**src/rtl/rf_write_arbiter_pkg.sv**
```systemverilog
// rf_write_arbiter_pkg: shared FSM state and FIFO entry types for the register-file write arbiter
package rf_write_arbiter_pkg;
    localparam int ADDR_MAX = 8;
    localparam int DATA_MAX = 64;
    typedef enum logic {NORMAL, DRAIN} state_t;
    typedef struct packed {
        logic                valid;
        logic [ADDR_MAX-1:0] addr;
        logic [DATA_MAX-1:0] data;
    } entry_t;
endpackage

```
**src/rtl/rf_wr_fifo.sv**
```systemverilog
// rf_wr_fifo: secondary write FIFO with cancel-by-address and per-entry valid/addr export
module rf_wr_fifo
    import rf_write_arbiter_pkg::*;
#(
    parameter int N     = 5,
    parameter int M     = 32,
    parameter int DEPTH = 2
) (
    input  logic             clk,
    input  logic             reset,
    input  logic             push,
    input  logic [N-1:0]     push_addr,
    input  logic [M-1:0]     push_data,
    input  logic             pop,
    input  logic             cancel,
    input  logic [N-1:0]     cancel_addr,
    output entry_t           head,
    output logic             empty,
    output logic             full,
    output logic [DEPTH-1:0] ent_valid,
    output logic [N-1:0]     ent_addr [DEPTH]
);
    localparam int AW = $clog2(DEPTH);
    localparam int CW = $clog2(DEPTH + 1);
    logic [AW-1:0] rd, wr;
    logic [CW-1:0] count;
    logic [M-1:0]  data [DEPTH];
    // cancel first, then pop clears its slot, then push writes the younger entry last
    always_ff @(posedge clk or posedge reset) begin
        if (reset) begin
            rd        <= '0;
            wr        <= '0;
            count     <= '0;
            ent_valid <= '0;
            for (int i = 0; i < DEPTH; i++) begin
                ent_addr[i] <= '0;
                data[i]     <= '0;
            end
        end else begin
            for (int i = 0; i < DEPTH; i++)
                if (cancel && ent_addr[i] == cancel_addr) ent_valid[i] <= 1'b0;
            if (pop) begin
                ent_valid[rd] <= 1'b0;
                rd            <= rd + 1'b1;
            end
            if (push) begin
                ent_valid[wr] <= 1'b1;
                ent_addr[wr]  <= push_addr;
                data[wr]      <= push_data;
                wr            <= wr + 1'b1;
            end
            count <= count + CW'(push) - CW'(pop);
        end
    end
    assign empty = count == '0;
    assign full  = count == CW'(DEPTH);
    assign head  = '{ent_valid[rd], ADDR_MAX'(ent_addr[rd]), DATA_MAX'(data[rd])};
endmodule

```
**src/rtl/rf_write_arbiter.sv**
```systemverilog
// rf_write_arbiter: merges primary and FIFO-buffered secondary writes onto one register-file write port
module rf_write_arbiter
    import rf_write_arbiter_pkg::*;
#(
    parameter int N        = 5,
    parameter int M        = 32,
    parameter int DEPTH    = 2,
    parameter int MAX_WAIT = 4
) (
    input  logic            clk,
    input  logic            reset,
    input  logic            p_valid,
    input  logic [N-1:0]    p_addr,
    input  logic [M-1:0]    p_data,
    output logic            stall_o,
    input  logic            s_valid,
    output logic            s_ready,
    input  logic [N-1:0]    s_addr,
    input  logic [M-1:0]    s_data,
    output logic            we,
    output logic [N-1:0]    a3,
    output logic [M-1:0]    wd3,
    output logic [2**N-1:0] pending_mask
);
    localparam int WW = $clog2(MAX_WAIT + 1);
    state_t           state, state_n;
    logic [WW-1:0]    cnt, cnt_n;
    entry_t           head;
    logic             empty, full, p_acc, pop, push, h_we, unused_head;
    logic [DEPTH-1:0] ent_valid;
    logic [N-1:0]     ent_addr [DEPTH];
    assign p_acc       = state == NORMAL && p_valid && p_addr != '0;
    assign pop         = !empty && !p_acc;
    assign push        = s_valid && !full && s_addr != '0;
    assign s_ready     = !full;
    assign stall_o     = state == DRAIN;
    assign unused_head = ^head;
    rf_wr_fifo #(.N(N), .M(M), .DEPTH(DEPTH)) u_fifo (
        .clk(clk), .reset(reset), .push(push), .push_addr(s_addr), .push_data(s_data),
        .pop(pop), .cancel(p_acc), .cancel_addr(p_addr), .head(head), .empty(empty),
        .full(full), .ent_valid(ent_valid), .ent_addr(ent_addr)
    );
    always_comb begin
        h_we    = pop && head.valid;
        we      = p_acc || h_we;
        a3      = p_acc ? p_addr : h_we ? head.addr[N-1:0] : '0;
        wd3     = p_acc ? p_data : h_we ? head.data[M-1:0] : '0;
        cnt_n   = (empty || pop) ? '0 : cnt + 1'b1;
        state_n = state == DRAIN ? NORMAL : cnt_n == WW'(MAX_WAIT) ? DRAIN : NORMAL;
    end
    always_comb begin
        pending_mask = '0;
        for (int i = 0; i < DEPTH; i++)
            if (ent_valid[i]) pending_mask[ent_addr[i]] = 1'b1;
    end
    always_ff @(posedge clk or posedge reset) begin
        if (reset) begin
            state <= NORMAL;
            cnt   <= '0;
        end else begin
            state <= state_n;
            cnt   <= cnt_n;
        end
    end
endmodule

```
**config.mk**
```make
export PLATFORM = sky130hd
export DESIGN_NAME = rf_write_arbiter
export DESIGN_NICKNAME = d
export VERILOG_FILES = /design/src/rtl/rf_write_arbiter_pkg.sv /design/src/rtl/rf_wr_fifo.sv /design/src/rtl/rf_write_arbiter.sv
export SDC_FILE = /design/constraint.sdc
export NUM_CORES = 1
export LEC_CHECK = 0
export ABC_AREA = 1
export BUFFER_PORTS_ARGS = -buffer_cell sky130_fd_sc_hd__buf_2
export CAP_MARGIN = 20
export CORE_ASPECT_RATIO = 1.4
export CORE_MARGIN = 10
export CORE_UTILIZATION = 47
export CTS_CLUSTER_SIZE = 10
export DETAILED_ROUTE_END_ITERATION = 12
export GPL_TIMING_DRIVEN = 0
export PLACE_DENSITY = 0.83
export SLEW_MARGIN = 40
export SYNTH_ARGS = -nofsm -noshare
export SYNTH_HDL_FRONTEND = slang
export SYNTH_SLANG_ARGS = --single-unit
```
**constraint.sdc**
```tcl
create_clock -name clk -period 2.7 [get_ports clk]
set_input_delay 0.54 -clock clk [delete_from_list [all_inputs] [get_ports clk]]
set_output_delay 0.54 -clock clk [all_outputs]
set_load 0.1 [all_outputs]
```
==> reports/metrics.csv <==
stage,metric,value,unit
worst_setup_path,standard cell with the maximum stage delay on the critical path,dfrtp_1,
route,WL final,15100,um
clock_tree,TritonCTS clock tree,yes,
timing,final slew viol count,0,
worst_setup_path,maximum fanout count along the critical path,7,
finish,"final std cell area, no fill",0.00635,mm2
floorplan,core area,0.00995,mm2
flow_run,Max-cap violations,0,
timing,post-layout min period,2650,ps
route,1st-pass router iterations,5,
finish,number of standard cells in the final layout excluding fillers,1015,
placement,area of placed instances,0.00587,mm2
placement,number of input and output port buffers inserted,149,
power_and_ir_drop,part of the power in the clock network,0.157,
worst_setup_path,depth of the most critical reg-to-reg path,9,
floorplan,num rows,43,
synth,Yosys warning total,0,
worst_setup_path,type of origin of the critical path,register,
worst_setup_path,Worst Path Arrival,2110,ps
placement,Placed Cells incl. Taps,997,
power_and_ir_drop,worst vdd rail ir drop,683,uV
placement,Detail Placement HPWL,11200,um
clock_tree,H-Tree Depth,3,
power_and_ir_drop,Static Leak,0.00353,uW
route,post-route ant nets,0,
synth,sequential cell area fraction in the yosys report,0.439,
finish,"Area growth, synth to finish",32.6,%
power_and_ir_drop,Switching Fraction,0.542,
power_and_ir_drop,relative contribution of sequential cells to total power,0.261,
synth,top area cells in the synthesized netlist,"dfrtp_1 (44%), nand2_1 (27%), o21ai_0 (11%)",
worst_setup_path,CP Capture Type,output pin,
clock_tree,number of hold buffers added after cts,0,
clock_tree,Setup Buffers After CTS,0,
grt,largest net degree at the start of global routing,27,
clock_tree,CTS Root Buffer Type,clkbuf_16,
worst_setup_path,r2r startpoint,stall_o,
synth,Yosys top cell area share,0.439,
grt,number of global-route vias before repair,5286,
grt,Tot GR Track Use,0.199,
clock_tree,clock net sink count,84,
synth,"EDFF count, synth",0,
power_and_ir_drop,relative contribution of combinational cells to total power,0.581,
floorplan,starting utilization of the core area,0.482,
floorplan,die outline area,0.0147,mm2
synth,number of distinct library cell variants in the gate-level netlist after synthesis,24,
worst_setup_path,Critical Path RT,2160,ps
worst_setup_path,flop-to-flop setup slack,820,ps
route,detailed-route via count,5204,
timing,Max Clock Skew,2.04,ps
clock_tree,number of buffers created by CTS,9,
worst_setup_path,category of the most critical setup path,reg2out,
worst_setup_path,sequence of cells on the critical path,inv_1 > nor3_1 > nand2_1 > o21ai_0 > buf_2,
worst_setup_path,endpoint of the worst register-to-register path,u_fifo.count[1],
run_status,outcome,"complete, no violations",
floorplan,num ports,150,
placement,final RePlAce weighted congestion,0.886,
route,post-route DRC violation count,0,
synth,most instantiated cells after synthesis,"nand2_1 (351), o21ai_0 (105), dfrtp_1 (84)",
power_and_ir_drop,reported net switching power,4540,uW
timing,unrepaired setup endpoints after global routing,yes,
finish,fin nets,954,
floorplan,die outline height,139,um
timing,total of endpoints with negative setup slack in the final report,0,
timing,maximum clock frequency,0.377,GHz
finish,fill cell count,899,
synth,average footprint of a synthesized cell,6.75,um2
timing,share of the clock period used by the worst path after layout,0.982,
synth,number of cells produced by synthesis,710,
synth,"area leader, netlist",dfrtp_1,
finish,fraction of layout cells with a size suffix above 1,0.277,
grt,global-route wire length before repair,24500,um
route,routed wirelength normalized by instance count,14.9,um
route,vias per std cell,5.13,
route,Detailed Route Iter0 Violations,284,
clock_tree,worst-skew pair later-pin latency,340,ps
timing,worst relative slew slack,0.618,
clock_tree,CTS Buffer Depth,2,
power_and_ir_drop,total power divided by cell area,1320,mW/mm2
power_and_ir_drop,internal power,3840,uW
synth,async set-reset flop share out of synthesis,1.00,
timing,pin slew with the least headroom to its limit,568,ps
grt,initial antenna violation count,2,
synth,synthesized area,0.00479,mm2
worst_setup_path,Crit path largest cell delay,470,ps
clock_tree,"CTS clk-pin slew, worst paths",60,ps
worst_setup_path,start point of the critical path,u_fifo.ent_addr[8],
floorplan,Die W,105,um
synth,number of flip-flops and latches in the synthesized netlist,84,
synth,total nets after synthesis,791,
timing,final hold vios,0,
grt,grt ovf,0,
synth,dominant register cell in the synthesized netlist,dfrtp_1,
worst_hold_path,Tightest Hold Check Type,in2async,
synth,leading cell type by number of instances after synthesis,nand2_1,
==> worst max-delay path, delay by kind of cell (launching register included) <==
kind | cells | cell delay [ps]
AND/OR/NAND/NOR | 2 | 580
buffers and inverters | 2 | 610
flip-flops | 1 | 470
AO/OA/AOI/OAI | 1 | 100
==> kinds of logic (layout without fill, tap and decap cells) <==
| family | after synthesis | count (layout) | synth area share |
|---|---|---|---|
| compound gates | 114 | 114 | 0.120 |
| xor+xnor | 7 | 7 | 0.0128 |
| fa+ha+maj | 3 | 3 | 0.00783 |
| buf+inv | 103 | 271 | 0.0942 |
| flops | 84 | 84 | 0.439 |
| other cells | 0 | 2 | 0 |
| simple gates | 399 | 399 | 0.327 |
==> flip-flops by register name, indices dropped and copies added, names as in the netlist <==
signal,flops
cnt,3
stall_o,1
u_fifo.count,2
u_fifo.data,64
u_fifo.ent_addr,10
u_fifo.ent_valid,2
u_fifo.rd,1
u_fifo.wr,1
==> worst max-delay path by stage <==
| stage | to | slack [ps] | cells past startpoint |
|---|---|---|---|
| after floorplan | pending_mask[24] | -710 | 4 |
| after global placement | wd3[21] | -110 | 10 |
| after detailed placement | wd3[21] | -110 | 10 |
| after CTS | wd3[4] | 0.6 | 9 |
| after global routing | pending_mask[2] | -50 | 5 |
| final | pending_mask[10] | 50 | 5 |
==> power by group through the flow <==
stage               sequential [uW]  clock, uW  combinational, uW
global route                   2260       1370               5280
global placement               2160          0               4580
floorplan                      2120          0               3770
CTS                            2180       1320               4790
finish                         2190       1320               4870
detailed placement             2190          0               4680
==> metal layers <==
metal,up-vias,part of all wire,GRT usage
met5,-,0,0
met4,0,0.037,0.112
met3,41,0.066,0.0430
met2,197,0.51,0.344
met1,2436,0.39,0.218
li1,2530,-,-
==> per-stage QoR <==
step,setup TNS [ps],total power (uW),utilization,hold slack [ps],worst slack (ps)
2_1_floorplan,-16900,5890,-,453,-708
3_3_place_gp,-1330,6740,0.583,466,-109
3_5_place_dp,-1360,6870,0.590,472,-107
4_1_cts,0,8290,0.630,217,0.621
5_1_grt,-202,8910,0.638,243,-52.0
6_report,0,8380,0.638,209,48.9
==> layout by cell type, fill, tap and decap left out, types with 10 or more instances in the layout <==
| cell | n |
|---|---|
| clkbuf_1 | 13 |
| nor2_1 | 10 |
| dfrtp_1 | 84 |
| o21ai_0 | 98 |
| nand2_2 | 41 |
| o21ai_1 | 14 |
| nand2_1 | 313 |
| nand3_1 | 20 |
| buf_4 | 22 |
| inv_1 | 63 |
| buf_6 | 15 |
| buf_2 | 125 |
==> area by class of cell <==
class | count | area (um2) | share of cell area
Clock inverter | 4 | 72.6 | 0.0114
Sequential cell | 84 | 2100 | 0.331
Buffer | 37 | 210 | 0.0331
Timing Repair Buffer | 152 | 946 | 0.149
Tap cell | 135 | 169 | 0.0266
Inverter | 66 | 251 | 0.0396
Antenna cell | 2 | 5.00 | 0.000788
Clock buffer | 12 | 246 | 0.0388
Multi-Input combinational cell | 523 | 2350 | 0.370
==> timing repair <==
action                                  4_1_cts  5_1_grt
gates cloned                                  0        0
resized for setup                            31       28
endpoints found under the setup margin       36       48
Note: power is estimated with default switching activity, not from simulation.
